`src/rtl/oric_tap_recorder.sv`:
```
// Oric cassette capture: times edge-to-edge periods on K7_TAPEOUT, deframes fast-format
// bytes and hands each to the SDRAM arbiter over a one-outstanding toggle req/ack.
module oric_tap_recorder #(
  parameter int SHORT_MAX = 520,
  parameter int LONG_MAX  = 800,
  parameter int ADDR_W    = 24
) (
  input  logic              clk,
  input  logic              reset,
  input  logic              ce,
  input  logic              tape_in,
  input  logic              motor_on,
  input  logic              record,
  output logic [7:0]        byte_out,
  output logic [ADDR_W-1:0] byte_addr,
  output logic              byte_req,
  input  logic              byte_ack,
  output logic              running,
  output logic              full,
  output logic              overrun,
  output logic [7:0]        parity_errs,
  output logic [ADDR_W-1:0] last_addr
);
  localparam logic [11:0]       SHORT_L   = 12'(SHORT_MAX);
  localparam logic [11:0]       LONG_L    = 12'(LONG_MAX);
  localparam logic [ADDR_W-1:0] ADDR_STOP = {{(ADDR_W-1){1'b1}}, 1'b0};

  typedef enum logic [1:0] {HUNT, DATA, PARITY, STOP} state_t;

  state_t      state;
  logic        tape_p0, tape_p1, tape_p2;
  logic [11:0] period_cnt;
  logic        timed;
  logic [7:0]  shifter;
  logic [2:0]  bit_idx;
  logic [1:0]  stop_ones;
  logic        parity_acc;
  logic        rise, bit_one, bit_zero, gap, adv;

  function automatic logic [11:0] sat_inc12(input logic [11:0] v);
    return (v == 12'hfff) ? v : v + 12'd1;
  endfunction

  function automatic logic [7:0] sat_inc8(input logic [7:0] v);
    return (v == 8'hff) ? v : v + 8'd1;
  endfunction

  assign rise = tape_p1 & ~tape_p2;
  assign adv  = running & ~full;

  // The counter value seen in the edge cycle is the period; the tick lost to the edge is not counted.
  always_comb begin
    bit_one  = 1'b0;
    bit_zero = 1'b0;
    gap      = 1'b0;
    if (rise && timed) begin
      if (period_cnt <= SHORT_L)     bit_one  = 1'b1;
      else if (period_cnt <= LONG_L) bit_zero = 1'b1;
      else                           gap      = 1'b1;
    end else if (!rise && ce && period_cnt == LONG_L && state != HUNT) begin
      gap = 1'b1;
    end
  end

  // Stage p0/p1: two-flop synchroniser; p2: previous level for edge detection.
  always_ff @(posedge clk or posedge reset) begin
    if (reset) begin
      tape_p0    <= 1'b0;
      tape_p1    <= 1'b0;
      tape_p2    <= 1'b0;
      period_cnt <= '0;
    end else begin
      tape_p0 <= tape_in;
      tape_p1 <= tape_p0;
      tape_p2 <= tape_p1;
      if (rise)    period_cnt <= '0;
      else if (ce) period_cnt <= sat_inc12(period_cnt);
    end
  end

  // Deframing FSM and handshake outputs, all registered.
  always_ff @(posedge clk or posedge reset) begin
    if (reset) begin
      state       <= HUNT;
      timed       <= 1'b0;
      shifter     <= '0;
      bit_idx     <= '0;
      stop_ones   <= '0;
      parity_acc  <= 1'b0;
      byte_out    <= '0;
      byte_addr   <= '0;
      byte_req    <= 1'b0;
      running     <= 1'b0;
      full        <= 1'b0;
      overrun     <= 1'b0;
      parity_errs <= '0;
      last_addr   <= '0;
    end else begin
      running <= record & motor_on & ~full;
      // A timeout gap leaves no usable reference edge, so the next edge only restarts timing.
      if (rise)     timed <= 1'b1;
      else if (gap) timed <= 1'b0;

      if (!adv || gap) begin
        state <= HUNT;
      end else if (bit_one || bit_zero) begin
        case (state)
          HUNT: begin
            if (bit_zero) begin
              state      <= DATA;
              bit_idx    <= '0;
              shifter    <= '0;
              parity_acc <= 1'b0;
            end
          end
          DATA: begin
            shifter    <= {bit_one, shifter[7:1]};
            parity_acc <= parity_acc ^ bit_one;
            bit_idx    <= bit_idx + 3'd1;
            if (bit_idx == 3'd7) state <= PARITY;
          end
          PARITY: begin
            if (parity_acc == bit_one) parity_errs <= sat_inc8(parity_errs);
            if (byte_req == byte_ack) begin
              byte_out  <= shifter;
              byte_addr <= last_addr;
              byte_req  <= ~byte_req;
              last_addr <= last_addr + ADDR_W'(1);
              if (last_addr == ADDR_STOP) full <= 1'b1;
            end else begin
              overrun <= 1'b1;
            end
            stop_ones <= '0;
            state     <= STOP;
          end
          STOP: begin
            if (bit_zero) begin
              state      <= DATA;
              bit_idx    <= '0;
              shifter    <= '0;
              parity_acc <= 1'b0;
            end else if (stop_ones == 2'd2) begin
              state <= HUNT;
            end else begin
              stop_ones <= stop_ones + 2'd1;
            end
          end
          default: state <= HUNT;
        endcase
      end
    end
  end
endmodule

```
`config.mk`:
```
export PLATFORM = sky130hd
export DESIGN_NAME = oric_tap_recorder
export DESIGN_NICKNAME = d
export VERILOG_FILES = /design/src/rtl/oric_tap_recorder.sv
export SDC_FILE = /design/constraint.sdc
export NUM_CORES = 1
export LEC_CHECK = 0
export ABC_AREA = 1
export CAP_MARGIN = 20
export CORE_ASPECT_RATIO = 1.75
export CORE_MARGIN = 2
export CORE_UTILIZATION = 33
export DETAILED_ROUTE_END_ITERATION = 12
export GPL_TIMING_DRIVEN = 0
export PLACE_DENSITY = 0.6
export SLEW_MARGIN = 20
export SYNTH_ARGS = -nofsm -noshare
export SYNTH_HDL_FRONTEND = slang
export SYNTH_SLANG_ARGS = --single-unit
```
`constraint.sdc`:
```
create_clock -name clk -period 8.7 [get_ports clk]
set_input_delay 1.305 -clock clk [delete_from_list [all_inputs] [get_ports clk]]
set_output_delay 1.305 -clock clk [all_outputs]
set_load 0.01 [all_outputs]
```
# == Word-level counts from Yosys, hierarchy flattened ==
# Cells that the tools add are included.
# word_totals
register_bits,100
output_inout_bits,68
# op_classes
n_addsub,5
order_cmp,2
eq_ne,18
n_mux,30
n_bitwise,11
reduce_logical,24
# ops
cell,count
two-way mux 12 bit,3
"adder 24 x 1 -> 24 bit, second input constant",1
"equality test 24 bit, second input constant",1
"<= comparator 12 x 10 -> 1 bit, second input constant",2
two-way mux 2 bit,8
case mux 8 bit (2 select lines),1
AND reduction 4 bit,4
AND reduction 5 bit,3
"adder 12 x 1 -> 12 bit, second input constant",1
"equality test 12 x 10 -> 1 bit, second input constant",1
"equality test 12 bit, second input constant",1
two-way mux 1 bit,12
nonzero test 2 bit,6
"adder 8 x 1 -> 8 bit, second input constant",1
"equality test 8 bit, second input constant",1
two-way mux 8 bit,1
case mux 2 bit (4 select lines),1
"equality test 2 bit, second input constant",3
"!= test 2 bit, second input constant",3
"!= test 3 bit, second input constant",2
inverter 1 bit,6
case mux 3 bit (2 select lines),1
AND 1 bit,4
logical AND 1 bit,4
16 further kinds,19

# == Depth between registers and ports, before layout ==
# Gate-level depths: netlist (run 1).
# logic_depth
ltp_word,11
depth_mapped,13
mapped_depth_nobuf,12

# == Worst setup path before layout (run 1) ==
# No wires, ideal clock.
# synth_path
path_kind,input port to flip-flop
start,input ce
end,register bit_idx[1]
setup_ns,0.132
arrival_ns,2.285
t_required_ns,8.568
setup_slack_ns,6.283
path_stages,8
path_cell_list,inv_1 -> nor3_1 -> nand3_1 -> nand4_4 -> inv_1 -> nand3_2 -> clkbuf_1 -> o21ai_0
# synth_via
elab_chain_cells,8
# synth_lines
item,line_no,source
"start, declared",10,"input logic ce,"
logical AND 1 bit (3 in a row),60,end else if (!rise && ce && period_cnt == LONG_L && state != HUNT) begin
two-way mux 1 bit,60,
two-way mux 1 bit,56,if (rise && timed) begin
logical OR 1 bit,104,if (!adv || gap) begin
inverter 1 bit (no source line),n/a,
AND reduction 4 bit (no source line),n/a,
"end signal, assigned",119,bit_idx <= bit_idx + 3'd1;
"end, declared",35,logic [2:0] bit_idx;
# Every way passes these cells.
# A chain may end at the register's enable or synchronous reset.

# == Worst setup path in the final report (run 1) ==
# layout_path
start,input ce
end,register shifter[3]
# layout_via
elab_chain_cells,8
# layout_lines
item,line_no,source
logical AND 1 bit (3 in a row),60,
two-way mux 1 bit,60,
two-way mux 1 bit,56,
logical OR 1 bit,104,
inverter 1 bit (no source line),n/a,
AND reduction 4 bit (no source line),n/a,
"end signal, assigned",117,"shifter <= {bit_one, shifter[7:1]};"
"end, declared",34,logic [7:0] shifter;
# Every way passes these cells.

==> run summary, run 1 <==
Worst Skew: 11.8 ps
Status: finished clean
Syn. warnings: 0
CP Capture Type: flop
Count of input and output buffers: 74
RSZ-0062 raised after global routing: no
Largest net degree at the start of global routing: 62
Min Tclk post-route: 2960 ps
Synth top area share: 48.9%
Setup crit start kind: input port
Sequential share of the synthesized area: 48.9%
Clock latency on the worst-skew pair: 350 ps
Initial antenna violation count: 0
# fillers: 1,611
Post-synth top area cell: dfrtp_1
Setup violators final: 0
Via count: 4,396
Crit Path Category: in2reg
Leakage: 3.04 nW
Syn Std Cell Area: 5120 µm²
CTS H-tree lvls: 3
Rel. slew slack: 56.6%
Global route overflow: 0
Clock transition at the registers of the reported paths: 70 ps
Hold Crit Class: reg2reg
Commonest non-fill, non-tap cell in the layout: nand2_1
Root Driver: clkbuf_16
Fin. max-slew vios: 0
Vias in the first global route: 4,345
Area grow syn2layout: 25.2%
Iteration-0 DRC Markers: 171
# hold bufs at CTS: 0
Distinct cells, synth: 35
CP Data Required Time: 8920 ps
Post-Syn Instances: 645
TritonRoute pass-1 iters: 4
Setup TNS: 0 ps
Net Count, Synth: 664
WP data arrival: 3180 ps
Core box area: 15,300 µm²
Wire length of the first global-routing pass: 21.6 mm
Final hold vios: 0
Die Y: 169 µm
Die Footprint: 16,600 µm²
Layout cells sized above 1: 5.98%
Total Power: 0.896 mW
Most frequent cells in the layout: nand2_1 (240), dfrtp_1 (100), clkdlybuf4s50_1 (74)
Final instance area: 6410 µm²
Flop and latch count out of synthesis: 100
Antenna diode count: 0
Via density: 4.77
GP Congestion: 0.929
CTS tree: built
Largest cells by area after synthesis: dfrtp_1 (49%), nand2_1 (18%), inv_1 (4.3%)
Final antenna-violating net count: 0
Resize count post-CTS: 0
Max cap viols: 0
Initial Util: 33.4%
Nets@finish: 750
FP Rows: 60
Die W: 98.2 µm
Dpl hpwl: 9.79 mm
WL final: 13.0 mm
Syn Area/Cell: 7.94 µm²
Fin crit share: 34.0%
Clk sinks: 100
DP Area: 6130 µm²
Pwr per Cell Area: 140 nW/µm²
CTS Buf Count: 9
Max rail drop VDD: 77.4 µV
Fmax: 338 MHz
CTS Buffer Depth: 2
Worst-margin pin slew: 647 ps
DRC: 0
GRT Total Usage: 16.3%
Drt wl/cell: 14.1 µm
# Post-CTS Setup Buffers: 0
IO Pins: 75
CP max FO: 10
==> logic make-up (layout without fill, tap and decap cells) <==
logic type,Yosys count,count (layout),synth area share [%]
AO/OA/AOI/OAI,61,61,6.25
XOR/XNOR,30,30,5.13
adder cells (fa/ha/maj),12,12,2.93
buffers and inverters,76,167,6.35
flip-flops,100,100,48.9
AND/OR/NAND/NOR,366,366,30.5
==> critical path, cell delays in order <==
cell	delay, ps
clkdlybuf4s50_1	550
inv_1	60
nor3_1	170
nand3_1	200
nand4_4	160
inv_1	100
nand3_2	120
clkbuf_1	360
o21ai_0	140
==> registers in the layout, summed over array words and instances (netlist names) <==
name         cells
running          1
byte_req         1
parity_errs      8
parity_acc       1
last_addr       24
tape_p0          1
timed            1
byte_out         8
shifter          8
overrun          1
stop_ones        2
state            2
period_cnt      12
full             1
bit_idx          3
tape_p1          1
tape_p2          1
byte_addr       24
==> per-layer routing <==
layer	wire length [µm]	vias to the layer above	track usage [%]	part of all wire, %
met4	397	0	7.27	3.1
met5	0	-	0	0
met2	7080	84	30.7	54
met1	5200	2063	17.4	40
met3	329	25	2.81	2.5
li1	-	2224	-	-
==> through the flow <==
stage	instances	setup WS (ps)	util, %	hold WS (ps)
after detailed placement	906	5390	40.0	336
after global placement	905	3080	39.8	335
after floorplan	645	4780	-	331
after CTS	922	5760	41.9	353
final	922	5740	41.9	352
after global routing	922	5520	41.9	359
==> cell usage after synthesis <==
master      n
nand2_4     1
nor2_2      2
nand4_1    16
xnor2_1     7
nor2_8      1
a21oi_2     1
ha_1       12
a211oi_1    1
a21oi_1    10
nand2_1   240
inv_1      58
nand3_2     1
nor2_4      1
and2_1      1
buf_4       3
inv_2       3
xor2_1     23
o21bai_1    1
clkbuf_1    4
nor3_1     17
and3_1      1
nor2_1     43
buf_2       5
or2_2       2
o21ai_1     8
nand3_1    35
dfrtp_1   100
a31o_2      1
nand3b_1    1
o31ai_1     1
nand4_4     1
o21ai_0    38
nor4_1      2
buf_6       3
nand2_2     1
==> layout make-up <==
| type | count | area, µm² | area share, % |
|---|---|---|---|
| flip-flops and latches | 100 | 2500 | 39.0 |
| well taps | 186 | 233 | 3.63 |
| plain buffers | 15 | 96.3 | 1.50 |
| multi-input cells | 469 | 2290 | 35.8 |
| inverters | 61 | 234 | 3.65 |
| clock inverters | 7 | 57.6 | 0.898 |
| clock buffers | 9 | 225 | 3.51 |
| repair buffers | 75 | 768 | 12.0 |
==> final timing paths <==
check,to,startpoint,cells past startpoint,slack [ps]
min in group asynchronous,parity_errs[2],reset,2,1340
hold / removal,tape_p1,tape_p0,0,350
setup / recovery,shifter[3],ce,9,5740
max in group asynchronous,running,reset,3,6740
hold reg to reg,tape_p1,tape_p0,0,350
setup reg to reg,parity_errs[3],period_cnt[7],8,6510
==> where the power goes <==
part / total (mW) / switching (mW) / leakage, nW / internal, mW
Combinational: 0.0354 / 0.0252 / 1.52 / 0.0102
Clock: 0.389 / 0.191 / 0.134 / 0.198
Sequential: 0.471 / 0.00282 / 1.38 / 0.468
Total: 0.896 / 0.219 / 3.04 / 0.677
Note: power is estimated with default switching activity, not from simulation.
==> run 2, diff against run 1 <==
--- a/config.mk
+++ b/config.mk
@@ -12,7 +12,7 @@
 export CORE_UTILIZATION = 33
 export DETAILED_ROUTE_END_ITERATION = 12
 export GPL_TIMING_DRIVEN = 0
-export PLACE_DENSITY = 0.6
+export PLACE_DENSITY = 0.62
 export SLEW_MARGIN = 20
 export SYNTH_ARGS = -nofsm -noshare
 export SYNTH_HDL_FRONTEND = slang
==> constraint.sdc (replaced) <==
create_clock -name clk -period 2.5 [get_ports clk]
set_input_delay 0.375 -clock clk [delete_from_list [all_inputs] [get_ports clk]]
set_output_delay 0.375 -clock clk [all_outputs]
set_load 0.01 [all_outputs]
==> run 2 against run 1 <==
Net effect: via count rose by 0.75%; core utilization grew 0.25 points; power rose to 3.5 times the previous value; clock skew shrank 3.9 ps; critical endpoint is now parity_errs[1]; largest power group unchanged.
==> run summary, run 2 (synthesized netlist as in run 1, its figures left out) <==
Status: finished clean
WL final: 13.3 mm
# Post-CTS Setup Buffers: 0
CP startpoint: period_cnt[7]
Antenna diode count: 0
Root Driver: clkbuf_16
Area occupied by multi-input gates: 2290 µm²
Dpl hpwl: 10.4 mm
Fmax: 454 MHz
Iteration-0 DRC Markers: 153
Most Frequent Cell on Critical Path: nand2_1
R2R Path End: parity_errs[1]
Crit Path Category: reg2reg
Via density: 4.80
Rel. slew slack: 54.8%
Final hold vios: 0
Setup crit start kind: flop
CTS Buffer Depth: 2
Drt wl/cell: 14.5 µm
IO Pins: 75
Initial Util: 33.4%
CP Cell Sequence: nor2_2 -> nand2_1 -> a21oi_1 -> nand4_1 -> a21oi_2 -> nand2_1 -> nand2_1 -> nand2_1
Die W: 98.2 µm
# fillers: 1,586
R2R Path Start: period_cnt[7]
GP Congestion: 0.940
CTS Buf Count: 9
Worst-margin pin slew: 672 ps
FP Rows: 60
Worst-case reg-to-reg path depth: 8
Largest net degree at the start of global routing: 34
Global route overflow: 0
CTS tree: built
Wire length of the first global-routing pass: 22.0 mm
Setup violators final: 0
Die Y: 169 µm
# hold bufs at CTS: 0
Reg area: 2500 µm²
Final cell count without fillers: 923
Placed Cells: 908
TritonRoute pass-1 iters: 7
Commonest non-fill, non-tap cell in the layout: nand2_1
WP data arrival: 2440 ps
Pwr per Cell Area: 491 nW/µm²
Resize count post-CTS: 0
RSZ-0062 raised after global routing: no
Core box area: 15,300 µm²
Max cap viols: 0
Layout cells sized above 1: 6.11%
CTS H-tree lvls: 3
Vias in the first global route: 4,458
Area grow syn2layout: 25.9%
Leakage: 3.06 nW
CP Capture Type: flop
Fin crit share: 88.2%
Nets@finish: 752
Final antenna-violating net count: 0
Worst Skew: 7.91 ps
Most frequent cells in the layout: nand2_1 (240), dfrtp_1 (100), clkdlybuf4s50_1 (74)
Min Tclk post-route: 2200 ps
Slowest stage cell, crit path: dfrtp_1
Max rail drop VDD: 283 µV
GRT Total Usage: 16.6%
CP max stage delay: 460 ps
Clock latency on the worst-skew pair: 340 ps
Fin. max-slew vios: 0
DRC: 0
R2r setup slk: 300 ps
Finished Core Util: 42.1%
Count of input and output buffers: 74
Hold Crit Class: reg2reg
Buf/Inv on CP: 0
CP Data Required Time: 2730 ps
Worst path depth: 8
Via count: 4,429
CP max FO: 9
Die Footprint: 16,600 µm²
Clk sinks: 100
Biggest regs: byte_addr (24), last_addr (24), period_cnt (12)
Top Family by Delay on Critical Path: simple AND/OR/NAND/NOR gates
Clock transition at the registers of the reported paths: 70 ps
Crit path capture: parity_errs[1]
Initial antenna violation count: 1
==> run 2: cell count changes in the layout (fill, tap and decap cells not counted), sizes merged <==
cell    change
buf         +2
bufinv      +1
clkinv      +1
inv         -3
==> run 2: layout make-up <==
class | instances | share of cell area (%)
tap | 186 | 3.61
clock buffer | 9 | 3.49
clock inverter | 6 | 1.01
timing repair buffer | 77 | 12.4
multi-input combinational | 469 | 35.6
buffer | 15 | 1.49
sequential | 100 | 38.8
inverter | 61 | 3.61
==> run 2: how the worst min path moves through the flow <==
stage	startpoint	to	cells after the start
2_1_floorplan	tape_p0	tape_p1	0
3_3_place_gp	tape_p0	tape_p1	0
3_5_place_dp	tape_p0	tape_p1	0
4_1_cts	tape_p0	tape_p1	0
5_1_grt	tape_p0	tape_p1	0
6_report	tape_p0	tape_p1	0
==> run 2: routing by layer <==
| metal | global-route usage, % | vias up | part of all wire [%] |
|---|---|---|---|
| li1 | - | 2227 | - |
| met1 | 16.8 | 2092 | 38 |
| met2 | 32.8 | 84 | 56 |
| met3 | 3.06 | 26 | 3.1 |
| met4 | 6.73 | 0 | 2.9 |
| met5 | 0 | - | 0 |
==> run 2: metrics by stage <==
| step | worst slack [ps] | hold slack (ps) | area, µm² | setup TNS [ps] | power, mW |
|---|---|---|---|---|---|
| floorplan | 723 | 331 | 5120 | 0 | 1.75 |
| global placement | -175 | 334 | 6100 | -16400 | 1.79 |
| detailed placement | 148 | 335 | 6160 | 0 | 1.80 |
| CTS | 297 | 351 | 6450 | 0 | 3.20 |
| global route | 141 | 357 | 6450 | 0 | 3.29 |
| finish | 296 | 349 | 6450 | 0 | 3.17 |
==> run 2: worst reg2reg max path: cells and delay by family (launching register included) <==
| family | cells | cell delay [ps] |
|---|---|---|
| simple gates | 6 | 940 |
| compound gates | 2 | 680 |
| flops | 1 | 460 |
==> run 2: power breakdown <==
group / switching (mW) / total, mW / internal, mW
Combinational: 0.0863 / 0.126 / 0.0402
Sequential: 0.00962 / 1.64 / 1.63
Clock: 0.626 / 1.40 / 0.773
